`src/rtl/cache_pkg.sv`:
```
// Shared types and width helpers for the N-way write-back cache.
// Widths are functions so each instance derives them from its own parameters.
package cache_pkg;

    typedef enum logic [2:0] {
        IDLE,
        LOOKUP,
        WRITEBACK,
        REFILL,
        RESPOND
    } state_t;

    function automatic int index_w(input int num_sets);
        return $clog2(num_sets);
    endfunction

    function automatic int tag_w(input int addr_width, input int num_sets);
        return addr_width - $clog2(num_sets);
    endfunction

    function automatic int way_w(input int num_ways);
        return (num_ways > 1) ? $clog2(num_ways) : 1;
    endfunction

endpackage

```
`src/rtl/cache_lru_age.sv`:
```
// Per-set LRU age tracking: victim selection for the addressed set and
// age update on every access to that set.
module cache_lru_age
    import cache_pkg::*;
#(
    parameter int NUM_WAYS = 4,
    parameter int NUM_SETS = 8
) (
    input  logic                          clk,
    input  logic                          rst,
    input  logic [index_w(NUM_SETS)-1:0]  set_idx,
    input  logic [NUM_WAYS-1:0]           valid_mask,
    output logic [way_w(NUM_WAYS)-1:0]    victim,
    input  logic                          upd_en,
    input  logic [way_w(NUM_WAYS)-1:0]    upd_way
);

    localparam int WAY_W = way_w(NUM_WAYS);

    logic [NUM_WAYS-1:0][WAY_W-1:0] ages [NUM_SETS];
    logic [WAY_W-1:0]               max_age;

    // Ages start as the way index, so they stay a permutation of 0..NUM_WAYS-1.
    always_comb begin
        victim  = '0;
        max_age = '0;
        for (int unsigned w = 0; w < NUM_WAYS; w++) begin
            if (ages[set_idx][w] > max_age) begin
                max_age = ages[set_idx][w];
                victim  = WAY_W'(w);
            end
        end
        for (int unsigned w = NUM_WAYS; w > 0; w--) begin
            if (!valid_mask[w-1]) victim = WAY_W'(w - 1);
        end
    end

    always_ff @(posedge clk or posedge rst) begin
        if (rst) begin
            for (int unsigned s = 0; s < NUM_SETS; s++) begin
                for (int unsigned w = 0; w < NUM_WAYS; w++) begin
                    ages[s][w] <= WAY_W'(w);
                end
            end
        end else if (upd_en) begin
            for (int unsigned w = 0; w < NUM_WAYS; w++) begin
                if (WAY_W'(w) == upd_way)
                    ages[set_idx][w] <= '0;
                else if (ages[set_idx][w] < ages[set_idx][upd_way])
                    ages[set_idx][w] <= ages[set_idx][w] + 1'b1;
            end
        end
    end

endmodule

```
`src/rtl/cache_nway_wb.sv`:
```
// N-way set-associative write-back, write-allocate cache, one word per line,
// with a single outstanding request and a simple req/ack memory port.
module cache_nway_wb
    import cache_pkg::*;
#(
    parameter int ADDR_WIDTH = 11,
    parameter int DATA_WIDTH = 11,
    parameter int NUM_WAYS   = 4,
    parameter int NUM_SETS   = 8
) (
    input  logic                  clk,
    input  logic                  rst,
    input  logic [ADDR_WIDTH-1:0] addr,
    input  logic                  read,
    input  logic                  write,
    input  logic [DATA_WIDTH-1:0] write_data,
    output logic                  ready,
    output logic [DATA_WIDTH-1:0] read_data,
    output logic                  resp_valid,
    output logic                  hit,
    output logic                  mem_req,
    output logic                  mem_we,
    output logic [ADDR_WIDTH-1:0] mem_addr,
    output logic [DATA_WIDTH-1:0] mem_wdata,
    input  logic [DATA_WIDTH-1:0] mem_rdata,
    input  logic                  mem_ack
);

    localparam int INDEX_W = index_w(NUM_SETS);
    localparam int TAG_W   = tag_w(ADDR_WIDTH, NUM_SETS);
    localparam int WAY_W   = way_w(NUM_WAYS);

    state_t                             state;
    logic [ADDR_WIDTH-1:0]              req_addr;
    logic                               req_write;
    logic [DATA_WIDTH-1:0]              req_wdata;
    logic [WAY_W-1:0]                   victim_q;
    logic [NUM_SETS-1:0][NUM_WAYS-1:0]  valid;
    logic [NUM_SETS-1:0][NUM_WAYS-1:0]  dirty;
    logic [TAG_W-1:0]                   tag_arr  [NUM_SETS][NUM_WAYS];
    logic [DATA_WIDTH-1:0]              data_arr [NUM_SETS][NUM_WAYS];

    logic [INDEX_W-1:0]    req_idx;
    logic [TAG_W-1:0]      req_tag;
    logic                  hit_any;
    logic [WAY_W-1:0]      hit_way;
    logic [WAY_W-1:0]      victim;
    logic                  lru_upd;
    logic [WAY_W-1:0]      lru_way;
    logic                  line_we;
    logic [WAY_W-1:0]      line_way;
    logic [DATA_WIDTH-1:0] line_wdata;

    assign req_idx = req_addr[INDEX_W-1:0];
    assign req_tag = req_addr[ADDR_WIDTH-1:INDEX_W];

    always_comb begin
        hit_any = 1'b0;
        hit_way = '0;
        for (int unsigned w = 0; w < NUM_WAYS; w++) begin
            if (valid[req_idx][w] && tag_arr[req_idx][w] == req_tag) begin
                hit_any = 1'b1;
                hit_way = WAY_W'(w);
            end
        end
    end

    assign lru_upd = (state == LOOKUP && hit_any) || (state == REFILL && mem_ack);
    assign lru_way = (state == REFILL) ? victim_q : hit_way;

    cache_lru_age #(
        .NUM_WAYS (NUM_WAYS),
        .NUM_SETS (NUM_SETS)
    ) u_lru (
        .clk        (clk),
        .rst        (rst),
        .set_idx    (req_idx),
        .valid_mask (valid[req_idx]),
        .victim     (victim),
        .upd_en     (lru_upd),
        .upd_way    (lru_way)
    );

    always_comb begin
        line_we    = 1'b0;
        line_way   = hit_way;
        line_wdata = req_wdata;
        if (state == LOOKUP && hit_any && req_write) begin
            line_we = 1'b1;
        end else if (state == REFILL && mem_ack) begin
            line_we    = 1'b1;
            line_way   = victim_q;
            line_wdata = req_write ? req_wdata : mem_rdata;
        end
    end

    // Tag/data storage has no reset; valid bits gate every use.
    always_ff @(posedge clk) begin
        if (line_we) begin
            data_arr[req_idx][line_way] <= line_wdata;
            tag_arr[req_idx][line_way]  <= req_tag;
        end
    end

    always_ff @(posedge clk or posedge rst) begin
        if (rst) begin
            state      <= IDLE;
            valid      <= '0;
            dirty      <= '0;
            ready      <= 1'b1;
            resp_valid <= 1'b0;
            hit        <= 1'b0;
            mem_req    <= 1'b0;
            mem_we     <= 1'b0;
            read_data  <= '0;
            mem_addr   <= '0;
            mem_wdata  <= '0;
            req_addr   <= '0;
            req_write  <= 1'b0;
            req_wdata  <= '0;
            victim_q   <= '0;
        end else begin
            case (state)
                IDLE: begin
                    if (read || write) begin
                        req_addr  <= addr;
                        req_write <= write && !read;
                        req_wdata <= write_data;
                        ready     <= 1'b0;
                        state     <= LOOKUP;
                    end
                end
                LOOKUP: begin
                    victim_q <= victim;
                    if (hit_any) begin
                        if (req_write) begin
                            dirty[req_idx][hit_way] <= 1'b1;
                            read_data               <= req_wdata;
                        end else begin
                            read_data <= data_arr[req_idx][hit_way];
                        end
                        resp_valid <= 1'b1;
                        hit        <= 1'b1;
                        state      <= RESPOND;
                    end else if (valid[req_idx][victim] && dirty[req_idx][victim]) begin
                        mem_req   <= 1'b1;
                        mem_we    <= 1'b1;
                        mem_addr  <= {tag_arr[req_idx][victim], req_idx};
                        mem_wdata <= data_arr[req_idx][victim];
                        state     <= WRITEBACK;
                    end else begin
                        mem_req  <= 1'b1;
                        mem_we   <= 1'b0;
                        mem_addr <= req_addr;
                        state    <= REFILL;
                    end
                end
                WRITEBACK: begin
                    // mem_req stays high straight into the refill of the request address.
                    if (mem_ack) begin
                        mem_we   <= 1'b0;
                        mem_addr <= req_addr;
                        state    <= REFILL;
                    end
                end
                REFILL: begin
                    if (mem_ack) begin
                        mem_req                  <= 1'b0;
                        valid[req_idx][victim_q] <= 1'b1;
                        dirty[req_idx][victim_q] <= req_write;
                        read_data                <= line_wdata;
                        resp_valid               <= 1'b1;
                        hit                      <= 1'b0;
                        state                    <= RESPOND;
                    end
                end
                RESPOND: begin
                    resp_valid <= 1'b0;
                    hit        <= 1'b0;
                    ready      <= 1'b1;
                    state      <= IDLE;
                end
                default: state <= IDLE;
            endcase
        end
    end

endmodule

```
`config.mk`:
```
export PLATFORM = sky130hd
export DESIGN_NAME = cache_nway_wb
export DESIGN_NICKNAME = d
export VERILOG_FILES = /design/src/rtl/cache_pkg.sv /design/src/rtl/cache_lru_age.sv /design/src/rtl/cache_nway_wb.sv
export SDC_FILE = /design/constraint.sdc
export NUM_CORES = 1
export LEC_CHECK = 0
export CORE_ASPECT_RATIO = 0.75
export CORE_MARGIN = 4
export CORE_UTILIZATION = 60
export DETAILED_ROUTE_END_ITERATION = 8
export GPL_TIMING_DRIVEN = 0
export PLACE_DENSITY = 0.77
export REMOVE_ABC_BUFFERS = 1
export SLEW_MARGIN = 20
export SYNTH_ARGS = -nofsm -noshare
export SYNTH_HDL_FRONTEND = slang
export SYNTH_HIERARCHICAL = 1
export SYNTH_SLANG_ARGS = --single-unit
```
`constraint.sdc`:
```
create_clock -name clk -period 9 [get_ports clk]
set_clock_uncertainty 0.2 [all_clocks]
set_input_delay 2.25 -clock clk [delete_from_list [all_inputs] [get_ports clk]]
set_output_delay 2.25 -clock clk [all_outputs]
set_load 0.02 [all_outputs]
```
# ---- Word level (Yosys, flattened, before mapping)
# Memory sizes are Yosys's and may differ from the RTL's.
# Index checks and enable logic that the tools add are counted.
dict set report totals {
  latch_bits 0
  output_inout_bits 38
  ff_bits 194
  word_cells 270
  romBits 0
  inputBits 38
  n_memories 2
  mem_bits_rw 608
}
dict set report op_classes {
  n_bitwise 15
  magnitude_cmp 22
  multipliers 0
  n_addsub 4
  n_shift 0
  n_div 0
  n_reduce_logical 33
  eq_ne 17
  muxes 116
}
# name depth width rd rd_clocked_by_memory_dff wr line_no
set mem_list {}
lappend mem_list {data_arr 8 44 1 0 1 cache_nway_wb.sv:41} ;# logic [DATA_WIDTH-1:0] data_arr [NUM_SETS][NUM_WAYS];
lappend mem_list {tag_arr 8 32 1 0 1 cache_nway_wb.sv:40} ;# logic [TAG_W-1:0] tag_arr [NUM_SETS][NUM_WAYS];
# operator count
set ops {}
lappend ops {{two-way mux 64 bit} 11}
lappend ops {{bitwise AND 64 bit} 4}
lappend ops {{bitwise mux 64 bit} 4}
lappend ops {{inverter 64 bit} 4}
lappend ops {{two-way mux 11 bit} 14}
lappend ops {{two-way mux 32 bit} 4}
lappend ops {{demux 8 bit (select 3 bit)} 4}
lappend ops {{OR 32 bit} 2}
lappend ops {{case mux 32 bit (2 select lines)} 1}
lappend ops {{two-way mux 8 bit} 6}
lappend ops {{binary-select mux 11 bit (select 2 bit)} 2}
lappend ops {{two-way mux 44 bit} 1}
lappend ops {{case mux 11 bit (2 select lines)} 2}
lappend ops {{bitwise mux 32 bit} 1}
lappend ops {{equality test 8 bit} 4}
lappend ops {{two-way mux 2 bit} 16}
lappend ops {{binary-select mux 4 bit (select 3 bit)} 2}
lappend ops {{binary-select mux 8 bit (select 3 bit)} 1}
lappend ops {{demux 4 bit (select 3 bit)} 2}
lappend ops {{demux 11 bit (select 2 bit)} 1}
lappend ops {{two-way mux 1 bit} 21}
lappend ops {{two-way mux 4 bit} 5}
lappend ops {{AND reduction 3 bit} 6}
lappend ops {{binary-select mux 8 bit (select 2 bit)} 1}
lappend ops {{39 further kinds} 88}

# ---- Depth between registers and ports, before layout
dict set report depth {
  ltp_word 24
  mapped_depth 32
  depth_no_buf 27
}

# ---- Cells and area by module
# The synthesis kept the hierarchy.
# mod instances area_per_inst_um2 cells_per_inst seq_area_each_um2
set by_module_without_submodules {}
lappend by_module_without_submodules {cache_nway_wb 1 30369.1 1963 21511.9}
lappend by_module_without_submodules {cache_lru_age 1 3975.1 346 1641.6}

# ---- Worst setup path before layout
# Ideal clock, no wire load.
dict set report synth_timing {
  kind {reg-to-reg}
  from {register req_addr[1]}
  to {register mem_addr[9]}
  setup_time_ns 0.125
  period_less_slack_ns 6.617
  required_time_ns 8.675
  stages_incl_launch_ff 31
  arrival_ns 6.292
  n_path_buf 5
  setup_slack_ns 2.383
  path_cell_list {dfrtp_1 -> buf_6 -> buf_2 -> buf_2 -> buf_2 -> mux2_2 -> a221oi_1 -> o22a_1 -> ha_1 -> nor2_1 -> ha_1 -> inv_1 -> o22ai_1 -> mux2_2 -> ha_1 -> nor2_1 -> nor2_1 -> a21oi_1 -> mux2_2 -> ha_1 -> nand2_1 -> o21ai_0 -> nand2_1 -> o21ai_0 -> a21boi_0 -> inv_1 -> mux4_2 -> or2_1 -> buf_2 -> o31a_1 -> mux2_2}
}
dict set report synth_via {
  elab_chain_cells 23
  elab_cells_between_ends 49
  classes_between {4 x order compare; 5 x eq/ne; 31 x mux; 2 x bitwise; 6 x reduce/logical; 1 x memory}
}
# item line_no
set synth_lines {}
lappend synth_lines {{start, declared} cache_nway_wb.sv:34} ;# logic [ADDR_WIDTH-1:0] req_addr;
lappend synth_lines {{start signal, assigned} cache_nway_wb.sv:126} ;# req_addr <= addr;
lappend synth_lines {{inverter 3 -> 4 bit (not written as such)} {cache_lru_age.sv:28, cache_lru_age.sv:29}}
lappend synth_lines {{binary-select mux 8 bit (select 3 bit)} {cache_lru_age.sv:28, cache_lru_age.sv:29}}
lappend synth_lines {{two-way mux 8 bit (not written as such) (2 in series)} {cache_lru_age.sv:28, cache_lru_age.sv:29}}
lappend synth_lines {{greater-than comparator 2 x 1 -> 1 bit} cache_lru_age.sv:28} ;# if (ages[set_idx][w] > max_age) begin
lappend synth_lines {{two-way mux 2 bit} cache_lru_age.sv:28}
lappend synth_lines {{greater-than comparator 2 bit} cache_lru_age.sv:28}
lappend synth_lines {{two-way mux 2 bit} cache_lru_age.sv:28}
lappend synth_lines {{greater-than comparator 2 bit} cache_lru_age.sv:28}
lappend synth_lines {{[6 not listed]} --}
lappend synth_lines {{two-way mux 2 bit (*)} cache_lru_age.sv:34} ;# if (!valid_mask[w-1]) victim = WAY_W'(w - 1);
lappend synth_lines {{via victim[0]} cache_nway_wb.sv:47} ;# logic [WAY_W-1:0] victim;
lappend synth_lines {{inverter 2 -> 3 bit (not written as such)} cache_nway_wb.sv:148} ;# mem_addr <= {tag_arr[req_idx][victim], req_idx};
lappend synth_lines {{binary-select mux 8 bit (select 2 bit)} cache_nway_wb.sv:148}
lappend synth_lines {{two-way mux 8 bit (not written as such) (2 in series)} cache_nway_wb.sv:148}
lappend synth_lines {{two-way mux 11 bit (*)} cache_nway_wb.sv:145} ;# end else if (valid[req_idx][victim] && dirty[req_idx][victim]) begin
lappend synth_lines {{two-way mux 11 bit (*)} cache_nway_wb.sv:135} ;# if (hit_any) begin
lappend synth_lines {{case mux 11 bit (2 select lines) (*)} cache_nway_wb.sv:123} ;# case (state)
lappend synth_lines {{end signal, assigned} cache_nway_wb.sv:148}
lappend synth_lines {{end signal, assigned} cache_nway_wb.sv:154} ;# mem_addr <= req_addr;
lappend synth_lines {{end signal, assigned} cache_nway_wb.sv:162} ;# mem_addr <= req_addr;
lappend synth_lines {{end, declared} cache_nway_wb.sv:23} ;# output logic [ADDR_WIDTH-1:0] mem_addr,
# The timed path passes the listed nets; every way through them passes the cells marked *. The select of a mux whose other input is x is not followed.
# A chain may end at the register's enable or synchronous reset.

# ---- Worst setup path in the final report
dict set report layout_timing {
  from {register req_addr[2]}
  to {register mem_addr[9]}
}
# Same word-level chain as after synthesis.

==> flow_metrics.tcl <==
set metrics [dict create \
    status "finished, final reports clean" \
    p_total_mw 14.54 \
    p_switching_mw 5.778 \
    synth-compound-area-share_pct 11.51 \
    rsz0062_at_grt "false" \
    syn_area_sq_um 34340 \
    synth_top_family_by_area "compound AO/OA/AOI/OAI gates" \
    drive_gt1_share_pct 18.69 \
    netlist_top_cells_count "608 x edfxtp_1, 161 x dfrtp_1, 124 x nand2_1" \
    route.vias.total 22530 \
    cts_root_buf "clkbuf_16" \
    use_met3_pct 10.48 \
    clockBufferDepth 3 \
    synth_seq_cells 802 \
    port_buffers 75 \
    tritoncts "done" \
    met1_usage_pct 45.58 \
    cts_resized 0 \
    worstMarginPinSlew_ns 1.227 \
    syn_avg_cell_area_sq_um 14.87 \
    final-seq-area_sq_um 23170 \
    chipHeight_um 215.2 \
    post-dp-hpwl_mm 61.45 \
    start_util_pct 61.00 \
    synthAdderAreaFrac_pct 0.4736 \
    worstSetupPathType "flop to flop" \
    power_frac_seq_pct 37.6 \
    yosysTopAreaCellShare_pct 53.16 \
    async_flop_share_pct 24.19 \
    synth_top_area_cell "edfxtp_1" \
    numCtsBuffers 75 \
    multi_input_area_sq_um 10620 \
    synth_cells 2309 \
    wirelength_mm 97.11 \
    core_area_sq_um 56300 \
    yosysWarnings 6 \
    yosysMostFrequentCell "edfxtp_1" \
    netlist_top_cells_area "edfxtp_1 53%, dfrtp_1 12%, mux2_2 3.2%" \
    period_needed_ns 8.597 \
    synthMuxAreaShare_pct 10.44 \
    routedWlPerCell_um 30.72 \
    worst_skew_pair.late_latency_ns 0.64 \
    worstSetupStartpointType "flop" \
    placed_area_sq_um 36560 \
    required_ns 9.31 \
    post-route-util_pct 69.45 \
    switching_share_pct 39.73 \
    fmax_mhz 116.3 \
    ys_types 95 \
    gp_congestion 0.9524 \
    maxCapViolCount 0 \
    grt_overflow 0 \
    die_x_um 284.3 \
    setup_viol_count_final 0 \
    io_pins 76 \
    design_area_sq_um 39100 \
    whs_ns 0.2684 \
    dr.pass1.iters 7 \
    p_leak_nw 13.62 \
    htreeDepth 3 \
    dr.first_iter.drc_count 3420 \
    synth-simple-area-share_pct 6.907 \
    comb_power_share_pct 40.1 \
    power_frac_clock_pct 22.2 \
    busiest_layer "met1" \
    p_int_mw 8.764 \
    grt_use_total_pct 31.54 \
    path_clk_slew_ns 0.07 \
    irDropWorstVdd_v 0.0002666 \
    synth_edf_count 608 \
    max_slew_margin_pct 17.72 \
    via_per_inst 7.126 \
    cts_sinks 802 \
    grt_pass1_wl_mm 143.5 \
    antenna_found_initial 4 \
    fillCellCount 3581 \
    grt_max_degree 81 \
    end_kind "flop" \
    hold_viol 0 \
    synthFlopType "edfxtp_1" \
    hold_path.class "flop to flop" \
    die_area_sq_um 61170 \
    powerDensity_nw_per_um2 371.9 \
    ys_seq_area_share_pct 67.42 \
    path_max_fanout 44 \
    drtAntennaViolNets 0 \
    period_share_pct 95.52 \
    cts.hold.buffers_added 0 \
    rows 75 \
    worstPathArrival_ns 8.90 \
    nets 2419 \
    grt_pass1_vias 22130 \
    drc_errors 0 \
    use_met2_pct 45.50 \
    synth_xor_area_share_pct 0.6885 \
    syn2layout_area_growth_pct 13.85 \
    finalMaxSlewViolations 0 \
    cts_setup_buffers 0 \
    r2r_setup_slack_ns 0.40 \
]
[power by group through the flow]
stage	registers, mW	clock network [mW]	logic [mW]
finish	5.47	3.24	5.84
global route	5.51	3.42	6.14
CTS	5.45	3.26	5.64
detailed placement	5.52	0	5.58
global placement	5.74	0	5.13
floorplan	5.50	0	3.34
[routing by layer]
layer | up-vias | wire length (um) | part of all wire, %
li1 | 9200 | - | -
met1 | 11300 | 37100 | 38
met2 | 1714 | 42100 | 43
met3 | 305 | 14390 | 15
met4 | 6 | 3479 | 3.6
met5 | - | 41 | 0.042
[placed cells by master (no fill, tap or decap), types with 53 or more instances in the layout]
| cell type | synthesis | layout |
|---|---|---|
| nor2_1 | 96 | 71 |
| mux2_2 | 97 | 97 |
| a21oi_1 | 78 | 78 |
| edfxtp_1 | 608 | 608 |
| clkbuf_16 | 0 | 75 |
| mux2i_1 | 86 | 86 |
| clkdlybuf4s50_1 | 0 | 75 |
| o21ai_0 | 111 | 111 |
| dfrtp_1 | 161 | 150 |
| mux2_1 | 53 | 53 |
| nand2_1 | 124 | 117 |
| a22oi_1 | 115 | 115 |
[cells by family (layout without fill, tap and decap cells)]
family                   Yosys count  in the layout
AO/OA/AOI/OAI                    555            555
XOR/XNOR                          27             27
adder cells (fa/ha/maj)           13             13
buffers and inverters            180            300
flip-flops                       802            802
multiplexers                     282            282
other                              0              1
AND/OR/NAND/NOR                  450            450
[worst max-delay path: stages, from the launching register on]
cell	delay, ns
dfrtp_4	0.83
buf_16	0.32
mux2_1	0.38
a32o_1	0.33
nor3_2	0.26
ha_1	0.21
nor2_1	0.06
ha_1	0.30
inv_1	0.04
o22ai_1	0.23
mux2_2	0.38
ha_1	0.20
nor2_1	0.08
nor2_1	0.05
a21oi_1	0.30
mux2_2	0.40
ha_1	0.29
nand2_1	0.07
o21ai_0	0.11
nand2_1	0.15
o311a_2	0.71
clkinv_2	0.79
mux4_2	0.66
or2_1	0.43
o31a_1	0.38
mux2_2	0.27
[cell type report]
class | count | share of cell area, %
flip-flops and latches | 802 | 59.27
repair buffers | 127 | 4.438
clock buffers | 95 | 5.222
diodes | 1 | 0.006400
well taps | 731 | 2.339
multi-input cells | 1327 | 27.15
inverters | 35 | 0.3648
clock inverters | 43 | 1.213
[state kept, by name, indices dropped and copies added (netlist names), 2 cells and up]
register,count
u_lru/ages,64
data_arr,352
victim_q,2
mem_addr,11
state,3
mem_wdata,11
dirty,32
req_addr,11
valid,32
read_data,11
tag_arr,256
req_wdata,11
[through the flow]
step	setup slack (ns)	setup TNS, ns	std cells
2_1_floorplan	-2.056	-308.40	2164
3_3_place_gp	-13.14	-7192.77	2970
3_5_place_dp	0.6152	0	3022
4_1_cts	0.5658	0	3160
5_1_grt	0.1139	0	3160
6_report	0.4035	0	3161
[worst paths after layout]
| kind | endpoint | from | depth (start not counted) |
|---|---|---|---|
| worst max-delay path | mem_addr[9]$_DFFE_PP0P_ | req_addr[2]$_DFFE_PP0P_ | 25 |
| worst min-delay path | valid[15]$_DFFE_PP0P_ | valid[15]$_DFFE_PP0P_ | 1 |
| worst max register to register | mem_addr[9]$_DFFE_PP0P_ | req_addr[2]$_DFFE_PP0P_ | 25 |
| worst min register to register | valid[15]$_DFFE_PP0P_ | valid[15]$_DFFE_PP0P_ | 1 |
| max in group asynchronous | mem_wdata[1]$_DFFE_PP0P_ | rst | 3 |
| min in group asynchronous | u_lru/ages[8]$_DFFE_PP0P_ | rst | 2 |
Note: power is estimated with default switching activity, not from simulation.
